**src/rtl/uart_pkg.sv**
```systemverilog
// Shared UART definitions: FSM state encoding, parity modes and default bit timing.
package uart_pkg;

    typedef enum logic [2:0] {
        StIdle,
        StStartBit,
        StData,
        StParity,
        StStop
    } uart_state_e;

    localparam int unsigned PAR_NONE = 0;
    localparam int unsigned PAR_ODD  = 1;
    localparam int unsigned PAR_EVEN = 2;

    // 50 MHz system clock at 115200 baud
    localparam int unsigned DEFAULT_CLKS_PER_BIT = 434;

endpackage

```
**src/rtl/uart_baud_tick.sv**
```systemverilog
// Bit-period counter: counts 0..CLKS_PER_BIT-1 while enabled and flags the terminal count.
module uart_baud_tick
    import uart_pkg::*;
#(
    parameter int unsigned CLKS_PER_BIT = DEFAULT_CLKS_PER_BIT
) (
    input  logic clk,
    input  logic reset,
    input  logic clear,
    input  logic enable,
    output logic tick
);

    localparam int unsigned CNT_W = $clog2(CLKS_PER_BIT);
    localparam logic [CNT_W-1:0] CNT_MAX = CNT_W'(CLKS_PER_BIT - 1);

    logic [CNT_W-1:0] cnt_q, cnt_d;

    assign tick = enable && (cnt_q == CNT_MAX);

    always_comb begin
        cnt_d = cnt_q;
        if (clear) begin
            cnt_d = '0;
        end else if (enable) begin
            cnt_d = tick ? '0 : cnt_q + CNT_W'(1);
        end
    end

    always_ff @(posedge clk or negedge reset) begin
        if (!reset) begin
            cnt_q <= '0;
        end else begin
            cnt_q <= cnt_d;
        end
    end

endmodule

```
**src/rtl/uart_tx_byte.sv**
```systemverilog
// UART byte transmitter: start bit, 8 data bits LSB first, optional parity, 1 or 2 stop bits.
module uart_tx_byte
    import uart_pkg::*;
#(
    parameter int unsigned CLKS_PER_BIT = DEFAULT_CLKS_PER_BIT,
    parameter int unsigned PARITY       = PAR_NONE,
    parameter int unsigned STOP_BITS    = 1
) (
    input  logic       clk,
    input  logic       reset,
    input  logic       start,
    input  logic [7:0] data_in,
    output logic       tx,
    output logic       busy,
    output logic       has_done
);

    localparam bit   USE_PARITY = (PARITY == PAR_ODD) || (PARITY == PAR_EVEN);
    localparam logic LAST_STOP  = (STOP_BITS == 2);

    uart_state_e state_q, state_d;
    logic [7:0]  shift_q, shift_d;
    logic [2:0]  bitcnt_q, bitcnt_d;
    logic        stopcnt_q, stopcnt_d;
    logic        par_q, par_d;
    logic        tx_q, tx_d;
    logic        busy_q, busy_d;
    logic        done_q, done_d;
    logic        accept;
    logic        tick;

    assign accept = (state_q == StIdle) && start;

    uart_baud_tick #(
        .CLKS_PER_BIT(CLKS_PER_BIT)
    ) u_baud (
        .clk   (clk),
        .reset (reset),
        .clear (accept),
        .enable(state_q != StIdle),
        .tick  (tick)
    );

    always_comb begin
        state_d   = state_q;
        shift_d   = shift_q;
        bitcnt_d  = bitcnt_q;
        stopcnt_d = stopcnt_q;
        par_d     = par_q;
        done_d    = 1'b0;

        unique case (state_q)
            StIdle: begin
                if (start) begin
                    shift_d   = data_in;
                    bitcnt_d  = '0;
                    stopcnt_d = 1'b0;
                    par_d     = (PARITY == PAR_ODD) ? ~^data_in : ^data_in;
                    state_d   = StStartBit;
                end
            end
            StStartBit: begin
                if (tick) state_d = StData;
            end
            StData: begin
                if (tick) begin
                    shift_d  = shift_q >> 1;
                    bitcnt_d = bitcnt_q + 3'd1;
                    if (bitcnt_q == 3'd7) state_d = USE_PARITY ? StParity : StStop;
                end
            end
            StParity: begin
                if (tick) state_d = StStop;
            end
            StStop: begin
                if (tick) begin
                    if (stopcnt_q == LAST_STOP) begin
                        state_d = StIdle;
                        done_d  = 1'b1;
                    end else begin
                        stopcnt_d = 1'b1;
                    end
                end
            end
            default: state_d = StIdle;
        endcase

        // Outputs are registered, so they are decoded from the next state.
        unique case (state_d)
            StStartBit: tx_d = 1'b0;
            StData:     tx_d = shift_d[0];
            StParity:   tx_d = par_d;
            default:    tx_d = 1'b1;
        endcase
        busy_d = (state_d != StIdle);
    end

    always_ff @(posedge clk or negedge reset) begin
        if (!reset) begin
            state_q   <= StIdle;
            shift_q   <= '0;
            bitcnt_q  <= '0;
            stopcnt_q <= 1'b0;
            par_q     <= 1'b0;
            tx_q      <= 1'b1;
            busy_q    <= 1'b0;
            done_q    <= 1'b0;
        end else begin
            state_q   <= state_d;
            shift_q   <= shift_d;
            bitcnt_q  <= bitcnt_d;
            stopcnt_q <= stopcnt_d;
            par_q     <= par_d;
            tx_q      <= tx_d;
            busy_q    <= busy_d;
            done_q    <= done_d;
        end
    end

    assign tx       = tx_q;
    assign busy     = busy_q;
    assign has_done = done_q;

endmodule
```
**config.mk**
```make
export PLATFORM = sky130hd
export DESIGN_NAME = uart_tx_byte
export DESIGN_NICKNAME = d
export VERILOG_FILES = /design/src/rtl/uart_pkg.sv /design/src/rtl/uart_baud_tick.sv /design/src/rtl/uart_tx_byte.sv
export SDC_FILE = /design/constraint.sdc
export NUM_CORES = 1
export LEC_CHECK = 0
export BUFFER_PORTS_ARGS = -buffer_cell sky130_fd_sc_hd__buf_4
export CAP_MARGIN = 10
export CORE_MARGIN = 2
export CORE_UTILIZATION = 57
export DETAILED_ROUTE_END_ITERATION = 12
export GPL_TIMING_DRIVEN = 0
export MAX_ROUTING_LAYER = met4
export PLACE_DENSITY = 0.77
export SETUP_SLACK_MARGIN = 0.5
export SYNTH_ARGS = -nofsm -noshare
export SYNTH_HDL_FRONTEND = slang
export SYNTH_SLANG_ARGS = --single-unit
```
**constraint.sdc**
```tcl
create_clock -name clk -period 1.95 [get_ports clk]
set_input_delay 0.2925 -clock clk [delete_from_list [all_inputs] [get_ports clk]]
set_output_delay 0.2925 -clock clk [all_outputs]
set_load 0.05 [all_outputs]
```
Yosys cells after proc, flatten, opt, wreduce, memory -nomap -nowiden

Cells that the tools add are included.
W data, S select, Z words.

Flip-flop bits (word level): 28
Output and inout port bits: 3

Add/subtract/negate cells: 2
Equal/unequal tests: 12
Mux-type cells: 27
Reduce and logical (&&, ||, !) cells: 11

Operators by type and width:

| kind                  | count |
|---|---|
| $mux W3               | 9 |
| $mux W9               | 3 |
| $mux W8               | 2 |
| $pmux W8 S2           | 1 |
| $pmux W3 S5           | 1 |
| $eq A3 B2 Y1 const B  | 4 |
| $add A9 B1 Y9 const B | 1 |
| $eq A9 B9 Y1 const B  | 1 |
| $mux W1               | 8 |
| $reduce_xor A8 Y1     | 1 |
| $eq A3 B1 Y1 const B  | 2 |
| $eq A3 B3 Y1 const B  | 2 |
| $pmux W3 S2           | 1 |
| $reduce_and A3 Y1     | 2 |
| $reduce_bool A2 Y1    | 3 |
| $reduce_bool A3 Y1    | 2 |
| $ne A2 B1 Y1 const B  | 2 |
| $add A3 B1 Y3 const B | 1 |
| $logic_not A3 Y1      | 1 |
| $pmux W1 S3           | 1 |
| $logic_and A1 B1 Y1   | 2 |
| $ne A2 B2 Y1 const B  | 1 |
| $pmux W1 S2           | 1 |

Longest topological paths before layout

Depth in word-level cells: 6
Mapped depth: 8

Modules after synthesis

A second synthesis with hierarchy kept.

Cell total of the unflattened synthesis: 137
Area total of the unflattened synthesis: 1437.6 um2

By module, submodules not included:

| module         | instances | cells an instance | area an instance (um2) |
|---|---|---|---|
| uart_tx_byte   | 1         | 78                | 845.8 |
| uart_baud_tick | 1         | 59                | 591.8 |

Least setup slack after synthesis

No wires, ideal clock.

Path type: reg2reg
Start point: reg u_baud.cnt_q[0]
End point: reg tx_q, in the netlist tx
Arrival time: 1.598 ns
Data required time: 1.865 ns
Slack: 0.267 ns
Cell stages (with the launch flop): 8
Buffers on the path: 1
Period minus slack after synthesis: 1.683 ns
Path through: dfrtp_1 -> ha_1 -> and4_1 -> and3_1 -> buf_2 -> a221o_1 -> o21ai_2 -> o31ai_1

Elaborated cells between the ends (all ways): 13
Those cells by class: eq/ne (4); mux (8); reduce/logical (1)

RTL lines:

| what                   | RTL line             | text |
|---|---|---|
| start, declared        | uart_baud_tick.sv:17 | `logic [CNT_W-1:0] cnt_q, cnt_d;` |
| start signal, assigned | uart_baud_tick.sv:34 | `cnt_q <= cnt_d;` |
| $eq A9 B9 Y1           | uart_baud_tick.sv:19 | `assign tick = enable && (cnt_q == CNT_MAX);` |
| $logic_and A1 B1 Y1    | uart_baud_tick.sv:19 |  |
| $mux W8                | uart_tx_byte.sv:66   | `if (tick) begin` |
| $pmux W8 S2            | uart_tx_byte.sv:52   | `unique case (state_q)` |
| named net shift_d[0]   | uart_tx_byte.sv:22   | `logic [7:0] shift_q, shift_d;` |
| $pmux W1 S3            | uart_tx_byte.sv:89   | `unique case (state_d)` |
| named net tx_d         | uart_tx_byte.sv:26   | `logic tx_q, tx_d;` |
| end signal, assigned   | uart_tx_byte.sv:114  | `tx_q <= tx_d;` |
| end, declared          | uart_tx_byte.sv:26   |  |

The timed path passes the listed nets, and every way through them passes these cells. The select of a mux whose other input is x is not followed.
A chain may end at the register's enable or synchronous reset.

Final worst setup path

Ends and elaborated chain as after synthesis.

==> impl_metrics.ini <==
[finish]
area_delta_synth_final_pct = 36.6
layout.nets = 200
layout.cells.non_filler = 214
final_cell_area_um2 = 1950
final_layout_size_suffix_gt1_frac = 0.440
num_antenna_cells = 0
layout_common_cells = 27 x buf_4, 23 x dfrtp_1, 20 x nand2_1, 9 x o21ai_1
final_common_cell = buf_4
nFillCells = 147

[die]
die_area_um2 = 2920
ios = 14
start_util = 0.587
fp.dieH_um = 54.0
core_um2 = 2430
die_x_um = 54.0
core.rowCount = 18

[synth]
synth_cell_type_count = 36
synthArstFlopShare = 1.00
syn_area_um2 = 1430
synth_edf_count = 0
ys_warn_count = 0
synth_area_per_cell_um2 = 9.71
ys_seq_area_frac = 0.474
synth_fp_nets = 162
synthCells = 147
synth-seq-cells = 27
synth_ff_type = dfrtp_1

[sta]
slew_viol_final = 0
relSlewSlack = 0.773
max_slew.worst_pin.slew_ps = 340
skew_ps = 8.04
grt_setup_unrepaired = true
setup_tns_ps = 0
setup_ws_ps = 315
setup_violations = 0
max_freq_mhz = 612
fin_hold_ws_ps = 216
period_minus_slack_ps = 1630
hold_viol = 0
finalCritPeriodShare = 0.838

[outcome]
status = complete, no violations

[clocking]
clkSinkCount = 27
clk_latency_ps = 310
cts.path.max_buffers = 2
path_clk_slew_ps = 140
cts-root-buf = clkbuf_4
cts_made_buffers = 3
htreeDepth = 1
cts_tree = done

[critical_path]
cp_data_arrival_time_ps = 1890
crit_path_start_kind = register
rr_worst_depth = 7
timing_worst_setup_path_type = reg2reg
r2r_slack_ps = 320
crit_fanout = 5
slowest_delay_ps = 420
cp-end-kind = register
r2r-end = tx$_DFF_PN1_
crit_path_start = u_baud.cnt_q[0]$_DFFE_PN0P_
required_ps = 2210
worst_r2r_startpoint = u_baud.cnt_q[0]$_DFFE_PN0P_
cp_cell_sequence = ha_2, and4_4, and3_1, buf_6, a221o_1, o21ai_2, o31ai_1
cp_slowest_cell = dfrtp_1
cp-endpoint = tx$_DFF_PN1_

[hold_path]
min_path_type = in2reg

[pwr]
switching_share = 0.332
combPwrFrac = 0.360
p_leak_nw = 0.882
power_frac_seq = 0.491
p_clk_frac = 0.149
vdd_drop_max_mv = 0.867
power_density_nw_per_um2 = 805
power_switching_mw = 0.521
power.internal_mw = 1.05

[grt]
grt_usage = 0.246
globalRouteOverflowTotal = 0
antenna_found_initial = 0
grt_pass1_vias = 1115
grt_pass1_wl_um = 5080
grt_max_degree = 28

[placed_design]
gp_congestion = 0.766
dp_cells = 190
place_ws_ps = 179
place_hpwl_um = 2060
portBuffers = 13
place_area_um2 = 1610

[detailed_routing]
drt-initial-drc-count = 18
drt-pass1-iter-count = 4
wirelength_um = 3350
vias = 1256
drc = 0
avgRoutedWirePerCell_um = 15.6
via_per_inst = 5.87
ant_nets = 0

[flow_run]
maxCapViolCount = 0
==> worst max-delay path, delay by kind of cell (launching register included) <==
| family | cells | cell delay [ps] |
|---|---|---|
| AO/OA/AOI/OAI | 3 | 520 |
| flip-flops | 1 | 420 |
| AND/OR/NAND/NOR | 2 | 310 |
| adder cells (fa/ha/maj) | 1 | 200 |
| buffers and inverters | 1 | 130 |
==> flip-flops by register name (all words and copies together) (netlist names) <==
register,count
u_baud.cnt_q,9
shift_q,8
bitcnt_q,3
state_q,3
busy,1
has_done,1
par_q,1
tx,1
==> through the flow <==
stage	power [mW]	util
floorplan	1.02	-
global placement	1.11	0.664
detailed placement	1.13	0.664
CTS	1.45	0.752
global route	1.68	0.802
finish	1.57	0.802
==> power by group through the flow <==
stage	sequential, mW	clock [mW]	combinational, mW
floorplan	0.788	0	0.232
global placement	0.797	0	0.309
detailed placement	0.806	0	0.327
CTS	0.762	0.243	0.445
global route	0.787	0.263	0.626
finish	0.770	0.234	0.565
==> layer usage <==
metal  global-route usage  wire length (um)
met4               0.0542                48
met1                0.332              1440
met2                0.400              1730
met3               0.0278               130
met5                    -                 0
==> timing repair <==
item | CTS | global route
setup endpoints to repair | 26 | 25
gates cloned | 1 | 0
buffers inserted | 12 | 6
hold buffers | 1 | 0
gates resized for setup | 17 | 27
pin swaps | 8 | 13
hold endpoints to repair | 26 | 0
==> Yosys cell counts (2+ instances only) <==
master | instances | area (um^2)
dfrtp_1 | 26 | 651
nand2_1 | 22 | 82.6
nor2_1 | 11 | 41.3
o21ai_1 | 8 | 40.0
xnor2_1 | 8 | 70.1
inv_1 | 7 | 26.3
nand3_1 | 7 | 35.0
and3_1 | 6 | 37.5
buf_2 | 6 | 30.0
o21ai_0 | 6 | 30.0
o31ai_1 | 6 | 45.0
a22oi_1 | 5 | 37.5
ha_1 | 4 | 50.1
a21o_1 | 2 | 15.0
a21oi_1 | 2 | 10.0
==> final cells by class <==
type | count | area, um^2 | area share
buffer | 7 | 65.1 | 0.0334
inverter | 7 | 26.3 | 0.0135
multi-input combinational | 106 | 822 | 0.421
sequential | 27 | 681 | 0.349
clock buffer | 4 | 26.3 | 0.0135
timing repair buffer | 33 | 293 | 0.150
tap | 30 | 37.5 | 0.0192
==> cells by family (layout without fill, tap and decap cells) <==
| group | count (synthesis) | count (layout) | synth area share |
|---|---|---|---|
| DFF | 27 | 27 | 0.474 |
| AOI/OAI and AO/OA | 36 | 36 | 0.171 |
| adders and majority gates | 4 | 4 | 0.0351 |
| muxes | 1 | 1 | 0.00789 |
| xor gates and xnor gates | 8 | 8 | 0.0491 |
| buffers and inverters | 14 | 51 | 0.0447 |
| and+or+nand+nor | 57 | 57 | 0.218 |
==> how the worst min path moves through the flow <==
stage                     from                          end  slack, ps  cells past startpoint
floorplan                reset      bitcnt_q[0]$_DFFE_PN0P_         -3                      0
global placement         reset  u_baud.cnt_q[8]$_DFFE_PN0P_        220                      1
detailed placement       reset           has_done$_DFF_PN0_        220                      1
CTS                 data_in[2]       shift_q[2]$_DFFE_PN0P_        200                      3
global route        data_in[4]       shift_q[4]$_DFFE_PN0P_        210                      3
finish              data_in[6]       shift_q[6]$_DFFE_PN0P_        220                      3
Note: power is estimated with default switching activity, not from simulation.
